`src/rtl/monopix2_ro_emulator.sv`:
```
// Emulates the MONOPIX2 chip readout: hits are buffered in a FIFO, then on a
// Freeze/Read handshake each word is shifted out MSB first on DATA_OUT.
module monopix2_ro_emulator #(
    parameter int WORD_WIDTH = 27,
    parameter int DEPTH      = 16
) (
    input  logic                     CLK,
    input  logic                     RESET,
    input  logic                     HIT_WRITE,
    input  logic [WORD_WIDTH-1:0]    HIT_DATA,
    output logic                     HIT_FULL,
    input  logic                     FREEZE,
    input  logic                     READ,
    output logic                     TOKEN,
    output logic                     DATA_OUT,
    output logic [$clog2(DEPTH):0]   HIT_COUNT,
    output logic                     OVERFLOW,
    output logic                     READ_ERROR
);

    localparam int AW = $clog2(DEPTH);
    localparam int BW = $clog2(WORD_WIDTH);
    localparam logic [AW:0]   DEPTH_C    = (AW+1)'(DEPTH);
    localparam logic [BW-1:0] LAST_BIT_C = BW'(WORD_WIDTH - 1);

    typedef enum logic [1:0] {IDLE, LOAD, SHIFT} state_t;

    state_t                  state_q;
    logic [WORD_WIDTH-1:0]   mem_q [DEPTH];
    logic [AW-1:0]           wr_ptr_q, rd_ptr_q;
    logic [AW:0]             count_q, count_d;
    logic [AW:0]             frame_cnt_q, frame_cnt_d;
    logic                    freeze_prev_q, read_prev_q;
    logic [WORD_WIDTH-1:0]   shreg_q;
    logic [BW-1:0]           bit_cnt_q;
    logic                    token_q, data_out_q, overflow_q, read_error_q;

    logic full, pop, push, read_rise, read_ok;

    assign full      = (count_q == DEPTH_C);
    assign pop       = (state_q == LOAD);
    // A pop in the same cycle frees the slot, so a push at full still lands.
    assign push      = HIT_WRITE && (!full || pop);
    assign read_rise = READ && !read_prev_q;
    assign read_ok   = read_rise && (state_q == IDLE) && FREEZE && (frame_cnt_q != '0);

    always_comb begin
        count_d = count_q;
        case ({push, pop})
            2'b10:   count_d = count_q + 1'b1;
            2'b01:   count_d = count_q - 1'b1;
            default: count_d = count_q;
        endcase
    end

    // The frame snapshot excludes anything pushed on or after the freeze edge.
    always_comb begin
        frame_cnt_d = frame_cnt_q;
        if (!FREEZE)
            frame_cnt_d = '0;
        else if (!freeze_prev_q)
            frame_cnt_d = count_q;
        else if (pop)
            frame_cnt_d = frame_cnt_q - 1'b1;
    end

    always_ff @(posedge CLK) begin
        if (push)
            mem_q[wr_ptr_q] <= HIT_DATA;
    end

    always_ff @(posedge CLK or posedge RESET) begin
        if (RESET) begin
            state_q       <= IDLE;
            wr_ptr_q      <= '0;
            rd_ptr_q      <= '0;
            count_q       <= '0;
            frame_cnt_q   <= '0;
            freeze_prev_q <= 1'b0;
            read_prev_q   <= 1'b0;
            shreg_q       <= '0;
            bit_cnt_q     <= '0;
            token_q       <= 1'b0;
            data_out_q    <= 1'b0;
            overflow_q    <= 1'b0;
            read_error_q  <= 1'b0;
        end else begin
            count_q       <= count_d;
            frame_cnt_q   <= frame_cnt_d;
            freeze_prev_q <= FREEZE;
            read_prev_q   <= READ;
            token_q       <= FREEZE ? (frame_cnt_d != '0) : (count_d != '0);

            if (push)
                wr_ptr_q <= wr_ptr_q + 1'b1;
            if (HIT_WRITE && full && !pop)
                overflow_q <= 1'b1;
            if (read_rise && !read_ok)
                read_error_q <= 1'b1;

            case (state_q)
                IDLE: begin
                    data_out_q <= 1'b0;
                    if (read_ok)
                        state_q <= LOAD;
                end
                LOAD: begin
                    data_out_q <= 1'b0;
                    shreg_q    <= mem_q[rd_ptr_q];
                    rd_ptr_q   <= rd_ptr_q + 1'b1;
                    bit_cnt_q  <= '0;
                    state_q    <= SHIFT;
                end
                SHIFT: begin
                    data_out_q <= shreg_q[WORD_WIDTH-1];
                    shreg_q    <= {shreg_q[WORD_WIDTH-2:0], 1'b0};
                    bit_cnt_q  <= bit_cnt_q + 1'b1;
                    if (bit_cnt_q == LAST_BIT_C)
                        state_q <= IDLE;
                end
                default: begin
                    data_out_q <= 1'b0;
                    state_q    <= IDLE;
                end
            endcase
        end
    end

    assign HIT_FULL   = full;
    assign HIT_COUNT  = count_q;
    assign TOKEN      = token_q;
    assign DATA_OUT   = data_out_q;
    assign OVERFLOW   = overflow_q;
    assign READ_ERROR = read_error_q;

endmodule

```
`config.mk`:
```
export PLATFORM = sky130hd
export DESIGN_NAME = monopix2_ro_emulator
export DESIGN_NICKNAME = d
export VERILOG_FILES = /design/src/rtl/monopix2_ro_emulator.sv
export SDC_FILE = /design/constraint.sdc
export NUM_CORES = 1
export LEC_CHECK = 0
export ABC_AREA = 1
export CORE_ASPECT_RATIO = 0.9
export CORE_MARGIN = 2
export CORE_UTILIZATION = 40
export CTS_BUF_LIST = sky130_fd_sc_hd__clkbuf_4 sky130_fd_sc_hd__clkbuf_8 sky130_fd_sc_hd__clkbuf_16
export CTS_CLUSTER_SIZE = 20
export DETAILED_ROUTE_END_ITERATION = 10
export SLEW_MARGIN = 20
export SYNTH_ARGS = -nofsm -noshare
export SYNTH_HDL_FRONTEND = slang
export SYNTH_SLANG_ARGS = --single-unit
```
`constraint.sdc`:
```
create_clock -name CLK -period 3.4 [get_ports CLK]
set_clock_uncertainty 0.05 [all_clocks]
set_input_delay 0.85 -clock CLK [delete_from_list [all_inputs] [get_ports CLK]]
set_output_delay 0.85 -clock CLK [all_outputs]
set_load 0.03 [all_outputs]
```
### Word-level counts from Yosys, hierarchy flattened

Memories as Yosys holds them, arrays and structs flattened.
Index checks and enable logic that the tools add are counted.

| operators by class | value |
|---|---|
| multiplexer cells | 13 |
| add/subtract/negate cells | 6 |
| divide/modulo/power cells | 0 |
| shifts and indexed selects | 0 |
| bitwise operators | 0 |
| reduce and logical (&&, ||, !) cells | 19 |
| eq/ne operators | 8 |
| order comparisons | 0 |
| multiply operators | 0 |

Operator list:

| cell | count |
|---|---|
| 27-bit case mux with 2 select lines | 1 |
| 5-bit case mux with 2 select lines | 2 |
| 5-bit 2-to-1 mux | 3 |
| 5-bit nonzero test | 3 |
| 5-bit by 1-bit adder with 5-bit output (second input constant) | 2 |
| 5-bit equality test (second input constant) | 2 |
| 5-bit by 1-bit subtractor with 5-bit output (second input constant) | 2 |
| 4-bit by 1-bit adder with 4-bit output (second input constant) | 2 |
| 1-bit logical AND | 8 |
| 2-bit case mux with 3 select lines | 1 |
| 2-bit by 1-bit equality test with 1-bit output (second input constant) | 2 |
| 2-bit equality test (second input constant) | 2 |
| 1-bit zero test | 4 |
| 1-bit 2-to-1 mux | 4 |
| 2-bit 2-to-1 mux | 2 |
| 2-bit != test (second input constant) | 2 |
| 2-bit zero test | 1 |
| 2-bit AND reduction | 1 |
| 2-bit nonzero test | 1 |
| 1-bit logical OR | 1 |

| word-level totals | value |
|---|---|
| register bits after elaboration | 58 |
| memory bits (writable) | 432 |
| output and inout port bits | 10 |
| word-level logic and storage cells | 60 |
| bits in latches | 0 |
| memories kept | 1 |
| ROM bits | 0 |

Memories:

| memory | words | width | read ports | clocked after memory_dff | wr ports | RTL line | source |
|---|---|---|---|---|---|---|---|
| mem_q | 16 | 27 | 1 | 0 | 1 | 29 | `logic [WORD_WIDTH-1:0] mem_q [DEPTH];` |

### Logic depth before layout (Yosys ltp)

Gate-level depths: netlist (run 1).

| depth | value |
|---|---|
| depth in word-level cells | 8 |
| gate-level depth with buffers | 14 |

### Worst setup path before layout (run 1)

OpenSTA, ideal clock, no wires.

| timing | value |
|---|---|
| kind | register -> register |
| start point | reg count_q[0] (netlist: HIT_COUNT[0]) |
| end point | mem mem_q[11][0] (enable) |
| setup time | 0.411 ns |
| required time | 2.939 ns |
| path slack | 0.249 ns |
| stages on the path, launching flop included | 9 |
| arrival time | 2.690 ns |
| cells stage by stage | dfrtp_1 > nor2_1 > nand3_1 > inv_1 > a21oi_2 > inv_1 > nor2_1 > inv_1 > nor2_1 |

| between the ends | value |
|---|---|
| longest elaborated chain between the ends | 6 |

RTL lines:

| what | RTL line | source |
|---|---|---|
| start: declaration | 31 | `logic [AW:0] count_q, count_d;` |
| start signal: assignment | 88 | `count_q <= count_d;` |
| 5-bit equality test | 40 | `assign full = (count_q == DEPTH_C);` |
| net HIT_FULL | 11 | `output logic HIT_FULL,` |
| 1-bit zero test | 43 | `assign push = HIT_WRITE && (!full \|\| pop);` |
| 1-bit logical OR | 43 |  |
| 1-bit logical AND | 43 |  |
| 1-bit 2-to-1 mux | 68 | `if (push)` |
| 1-bit 2-to-1 mux (implied by the code) | 69 | `mem_q[wr_ptr_q] <= HIT_DATA;` |
| end: declaration | 29 |  |

The timed path passes the listed nets, and every way through them passes these cells.

### Worst setup path after layout (run 1)

| timing | value |
|---|---|
| start point | reg count_q[0] (netlist: HIT_COUNT[0]) |
| end point | out HIT_FULL |

| between the ends | value |
|---|---|
| longest elaborated chain between the ends | 1 |

RTL lines:

| what | RTL line |
|---|---|
| 5-bit equality test | 40 |
| end: declaration | 11 |

No other way between the ends.

==> results of run 1 <==
==> synthesized netlist by cell type, drive strengths merged <==
cell type    n  area share, %
a31o         1          0.043
nor3b        2          0.074
a21boi       1          0.037
nor4         1          0.031
nand2      169            3.1
dfrtp       58            7.2
or2          1          0.031
a21oi       10           0.27
nand3      178            4.4
clkbuf      38           0.71
fa           1          0.099
o22ai       16           0.50
buf         61            2.1
inv         67            1.2
nand4        5           0.16
o211ai      21           0.78
edfxtp     432             64
nor3         1          0.025
ha          16           0.99
o21ai      219            5.4
nor2       411            7.6
a21o        12           0.45
xor2         7           0.30
==> worst max-delay path by stage <==
stage                           start                      to  slack, ns  cells past startpoint
2_1_floorplan  HIT_COUNT[0]$_DFF_PP0_  mem_q[11][0]$_DFFE_PP_       0.25                      8
3_3_place_gp                HIT_WRITE  mem_q[4][19]$_DFFE_PP_       0.30                      6
3_5_place_dp                HIT_WRITE  mem_q[4][17]$_DFFE_PP_       0.27                      6
4_1_cts        HIT_COUNT[0]$_DFF_PP0_                HIT_FULL       0.37                      4
5_1_grt        HIT_COUNT[0]$_DFF_PP0_                HIT_FULL       0.30                      4
6_report       HIT_COUNT[0]$_DFF_PP0_                HIT_FULL       0.40                      4
==> cells by family after synthesis <==
logic type / count (synthesis) / synth area share (%)
xor+xnor: 7 / 0.304
buf+inv: 166 / 4.06
compound gates: 280 / 7.51
simple gates: 768 / 15.5
flops: 490 / 71.5
fa+ha+maj: 17 / 1.09
==> registers in the layout, indices dropped and copies added, names as in the netlist <==
signal	count
mem_q	432
shreg_q	27
HIT_COUNT	5
bit_cnt_q	5
frame_cnt_q	5
rd_ptr_q	4
wr_ptr_q	4
state_q	2
DATA_OUT	1
OVERFLOW	1
READ_ERROR	1
TOKEN	1
freeze_prev_q	1
read_prev_q	1
==> power by group through the flow <==
stage	registers, mW	clock network, mW	logic (mW)
2_1_floorplan	7.85	0	4.99
3_3_place_gp	7.90	0	7.21
3_5_place_dp	7.91	0	7.30
4_1_cts	7.79	5.39	7.34
5_1_grt	7.87	5.62	8.20
6_report	7.79	5.29	7.34
==> per-layer routing <==
layer | up-vias | part of all wire [%]
li1 | 6109 | -
met1 | 6487 | 46
met4 | 0 | 2.3
met5 | - | 0
met3 | 73 | 5.5
met2 | 352 | 46
==> through the flow <==
stage,power [mW],utilization (%),std cells
floorplan,12.8,-,1728
global placement,15.1,43.0,2391
detailed placement,15.2,43.0,2391
CTS,20.5,46.1,2480
global route,21.7,46.1,2480
finish,20.4,46.1,2480
==> final cells by class <==
type | instances | area [µm²]
fillers | 4509 | 27000
multi-input cells | 1072 | 5050
inverters | 67 | 256
well taps | 680 | 851
repair buffers | 82 | 918
flip-flops and latches | 490 | 14400
clock inverters | 25 | 223
clock buffers | 64 | 1350
==> flow_summary_export.csv, run 1 <==
group,metric,value,unit
detailed_routing,routed_wl,48300,µm
critical_path,worstSetupEndpointType,"output port",
detailed_routing,vias,13000,
power,p_per_area,885,nW/µm²
critical_path,reg2reg_slack,0.82,ns
clocking,clk_path_buf_depth,3,
min_path,min_from,"READ_ERROR$_DFFE_PP0P_",
timing,finalCritPeriodShare,88.1,%
placed_design,detailed_place_hpwl,27600,µm
yosys,synth_area_per_cell,11.7,µm²
clocking,clock-root-buffer,"clkbuf_16",
detailed_routing,drt_iter0_drc,1406,
timing,whs,0.407,ns
yosys,ys_ff_latch,490,
yosys,yosysWarnings,0,
clocking,post_cts_resize_count,0,
critical_path,r2r-end,"shreg_q[3]$_DFFE_PP0P_",
cells_and_area,layout.nets,1811,
detailed_routing,vias_per_cell,5.25,
timing,drv_slew,0,
power,vdd_drop_max,0.000481,V
critical_path,crit_slowest_cell,"clkdlybuf4s50_1",
cells_and_area,antenna_cells,0,
placed_design,place_congestion,0.833,
clocking,postCtsSetupRepairBufs,0,
global_route,met1_usage,27.1,%
cells_and_area,areaGrowthSynthToFinish,14.4,%
yosys,synthCells,1728,
placed_design,postPlaceCellArea,21500,µm²
min_path,min_path_cells,1,
job,drv_cap,0,
die,start_util,40.3,%
detailed_routing,drcViolationCount,0,
global_route,overflow,0,
cells_and_area,layout_commonest_cell,"edfxtp_1",
critical_path,cp.arrival,2.10,ns
critical_path,critPathTopFamily,"buffers and inverters",
global_route,grt_most_used_layer,"met2",
detailed_routing,wl_per_cell,19.5,µm
die,fp.dieW,241,µm
timing,finalHoldViolCount,0,
timing,setup-tns-final,0,ns
min_path,whs_endpoint,"READ_ERROR$_DFFE_PP0P_",
placed_design,dp_slack,0.266,ns
timing,setup_viol,0,
placed_design,portBuffers,41,
power,p_int,12.6,mW
die,num_io_pins,42,
clocking,cts_hold_buf,0,
clocking,cts.sinks,490,
critical_path,r2r.worst_path.cells,9,
detailed_routing,dr.pass1.iters,5,
power,leakage,8.24,nW
global_route,grt_use_met2,29.5,%
die,fp.dieH,217,µm
timing,finalWorstSetupSlack,0.405,ns
global_route,grt_start_max_net_pins,119,
die,core_area,50100,µm²
critical_path,path_buf_inv,2,
cells_and_area,final_cell_mix,"432 x edfxtp_1, 394 x nor2_1, 178 x nand3_1, 169 x nand2_1, 165 x o21ai_0",
power,comb_power_share,35.9,%
cells_and_area,stdcell_area,23100,µm²
timing,fmax,334,MHz
global_route,met3_usage,2.87,%
yosys,syn_nets,1777,
power,p_sw_share,38.1,%
clocking,cts_inserted_buffers,49,
global_route,antenna_found_initial,0,
power,p_clk_share,25.9,%
power,sequentialPowerShare,38.2,%
critical_path,start_kind,"flip-flop",
critical_path,path_cells,"nor2_1, nand3_1, inv_1, clkdlybuf4s50_1",
critical_path,critPathKind,"flip-flop to output port",
critical_path,worstPathMaxFanout,6,
critical_path,cp.required,2.50,ns
timing,period_minus_slack,3.00,ns
yosys,syn_area,20200,µm²
min_path,hp-class,"flip-flop to flip-flop",
timing,rsz0062_at_grt,"no",
timing,relSlewSlack,39.9,%
timing,worstMarginPinSlew,0.902,ns
die,rows,78,
global_route,grtUsageTotal,18.9,%
clocking,clock_latency,0.60,ns
yosys,seq_area_frac_synth,71.5,%
die,dieArea,52200,µm²
outcome,outcome,"finished clean",
detailed_routing,antenna_left,0,
yosys,synth_cell_types,30,
critical_path,max_stage_delay,0.69,ns
global_route,grt_pass1_wl,74700,µm
critical_path,rr_startpoint,"rd_ptr_q[1]$_DFFE_PP0N_",
cells_and_area,layout-drive-gt1-share,8.17,%
clocking,clkSlewWorstSetupHoldPaths,0.06,ns
global_route,grt_pass1_vias,12600,
clocking,htree_levels,2,
clocking,cts_tree,"done",
power,p_switching,7.77,mW
Power figures use the tool's default switching activity.
==> run 2: changes to the inputs <==
--- a/config.mk
+++ b/config.mk
@@ -6,6 +6,7 @@
 export NUM_CORES = 1
 export LEC_CHECK = 0
 export ABC_AREA = 1
+export CAP_MARGIN = 30
 export CORE_ASPECT_RATIO = 0.9
 export CORE_MARGIN = 2
 export CORE_UTILIZATION = 40
==> results of run 2 <==
No change in the layout: final DEF, timing and power equal those of run 1.
==> run 3: changes to the inputs <==
--- a/config.mk
+++ b/config.mk
@@ -13,6 +13,7 @@
 export CTS_BUF_LIST = sky130_fd_sc_hd__clkbuf_4 sky130_fd_sc_hd__clkbuf_8 sky130_fd_sc_hd__clkbuf_16
 export CTS_CLUSTER_SIZE = 20
 export DETAILED_ROUTE_END_ITERATION = 10
+export PLACE_DENSITY = 0.53
 export SLEW_MARGIN = 20
 export SYNTH_ARGS = -nofsm -noshare
 export SYNTH_HDL_FRONTEND = slang
==> flow_summary_export.csv, run 3 (same netlist as run 1, synthesis figures left out) <==
group,metric,value,unit
placed_design,detailed_place_hpwl,30700,µm
timing,rsz0062_at_grt,"no",
cells_and_area,multi_input_area,5050,µm²
placed_design,dp.cells,2399,
clocking,clkSlewWorstSetupHoldPaths,0.06,ns
outcome,outcome,"finished clean",
cells_and_area,stdcell_count,2493,
cells_and_area,areaGrowthSynthToFinish,15.7,%
cells_and_area,stdcell_area,23300,µm²
critical_path,critPathTopFamily,"buffers and inverters",
min_path,min_from,"READ_ERROR$_DFFE_PP0P_",
timing,worstMarginPinSlew,0.841,ns
min_path,min_path_cells,1,
critical_path,max_stage_delay,0.68,ns
die,rows,78,
detailed_routing,routed_wl,51100,µm
power,p_per_area,898,nW/µm²
critical_path,path_buf_inv,2,
global_route,antenna_found_initial,3,
global_route,grt_pass1_vias,12700,
global_route,grtUsageTotal,20.1,%
power,p_total,21.0,mW
power,leakage,8.35,nW
critical_path,critPathKind,"flip-flop to output port",
cells_and_area,layout_commonest_cell,"edfxtp_1",
critical_path,cp.arrival,2.08,ns
critical_path,reg2reg_slack,0.94,ns
die,core_area,50100,µm²
detailed_routing,vias_per_cell,5.18,
cells_and_area,regMostFlops,"mem_q",
timing,period_minus_slack,2.98,ns
critical_path,worstSetupEndpointType,"output port",
detailed_routing,vias,12900,
timing,drv_slew,0,
detailed_routing,drt_iter0_drc,1093,
timing,fmax,336,MHz
clocking,htree_levels,2,
timing,finalWorstSetupSlack,0.421,ns
clocking,cts_hold_buf,0,
detailed_routing,drcViolationCount,0,
die,fp.dieW,241,µm
cells_and_area,layout-drive-gt1-share,8.71,%
clocking,cts.sinks,490,
cells_and_area,final_cell_mix,"432 x edfxtp_1, 394 x nor2_1, 178 x nand3_1, 169 x nand2_1, 165 x o21ai_0",
die,fp.dieH,217,µm
min_path,hp-class,"flip-flop to flip-flop",
timing,relSlewSlack,43.8,%
critical_path,rr_startpoint,"state_q[1]$_DFFE_PP0P_",
critical_path,r2r-end,"mem_q[11][9]$_DFFE_PP_",
detailed_routing,antenna_left,0,
job,drv_cap,0,
cells_and_area,antenna_cells,0,
detailed_routing,wl_per_cell,20.5,µm
critical_path,path_cells,"nor2_1, nand3_1, inv_1, clkdlybuf4s50_1",
cells_and_area,fillers,4558,
critical_path,crit_slowest_cell,"clkdlybuf4s50_1",
placed_design,dp_slack,0.377,ns
critical_path,worstPathMaxFanout,6,
timing,setup_viol,0,
critical_path,r2r.worst_path.cells,9,
clocking,clock-root-buffer,"clkbuf_16",
cells_and_area,layout.nets,1821,
die,dieArea,52200,µm²
global_route,overflow,0,
clocking,cts_tree,"done",
timing,finalHoldViolCount,0,
clocking,postCtsSetupRepairBufs,0,
clocking,cts_inserted_buffers,51,
die,start_util,40.3,%
placed_design,portBuffers,41,
timing,setup-tns-final,0,ns
clocking,clock_latency,0.61,ns
global_route,grt_start_max_net_pins,153,
cells_and_area,reg_top3,"mem_q: 432 flops, shreg_q: 27 flops",
critical_path,cp.required,2.50,ns
clocking,clk_path_buf_depth,3,
detailed_routing,dr.pass1.iters,5,
cells_and_area,ff_latch_area,14400,µm²
global_route,grt_pass1_wl,78800,µm
critical_path,start_kind,"flip-flop",
cells_and_area,largest_register_ff_count,432,
power,vdd_drop_max,0.000611,V
die,num_io_pins,42,
placed_design,place_congestion,0.829,
clocking,post_cts_resize_count,0,
placed_design,postPlaceCellArea,21600,µm²
timing,finalCritPeriodShare,87.6,%
min_path,whs_endpoint,"READ_ERROR$_DFFE_PP0P_",
==> run 3: metal layers <==
layer	vias to the layer above	share of wire, %	track usage, %
met4	4	1.6	4.99
li1	6136	-	-
met1	6332	47	30.2
met2	381	44	30.1
met5	-	0.045	0
met3	64	6.8	3.68
==> run 3: cell type report <==
type	count	area share, %
flip-flops and latches	490	61.8
multi-input cells	1072	21.6
clock buffers	69	6.08
repair buffers	90	4.51
well taps	680	3.65
clock inverters	25	1.17
inverters	67	1.10
==> run 3: worst max-delay path by stage <==
stage                      startpoint                     end  slack [ns]  cells past startpoint
6_report       HIT_COUNT[0]$_DFF_PP0_                HIT_FULL        0.42                      4
5_1_grt        HIT_COUNT[0]$_DFF_PP0_                HIT_FULL        0.30                      4
4_1_cts        HIT_COUNT[0]$_DFF_PP0_                HIT_FULL        0.37                      4
3_5_place_dp                HIT_WRITE  mem_q[3][21]$_DFFE_PP_        0.38                      8
3_3_place_gp                HIT_WRITE  mem_q[3][21]$_DFFE_PP_        0.39                      8
2_1_floorplan  HIT_COUNT[0]$_DFF_PP0_  mem_q[11][0]$_DFFE_PP_        0.25                      8
==> run 3: per-stage QoR <==
| stage | utilization [%] | hold slack, ns |
|---|---|---|
| global route | 46.6 | 0.444 |
| finish | 46.6 | 0.414 |
| floorplan | - | 0.386 |
| global placement | 43.2 | 0.391 |
| detailed placement | 43.2 | 0.408 |
| CTS | 46.6 | 0.421 |
==> run 3: power by group <==
group | switching, mW | internal [mW]
Clock | 2.31 | 3.31
Combinational | 5.30 | 2.29
Sequential | 0.313 | 7.43
==> run 3: worst reg2reg max path, delay by kind of cell, from the launching register on <==
family                   cells  cell delay, ns
AO/OA/AOI/OAI                1            0.44
adder cells (fa/ha/maj)      1            0.20
flip-flops                   1            0.38
AND/OR/NAND/NOR              2            0.32
buffers and inverters        5            0.75
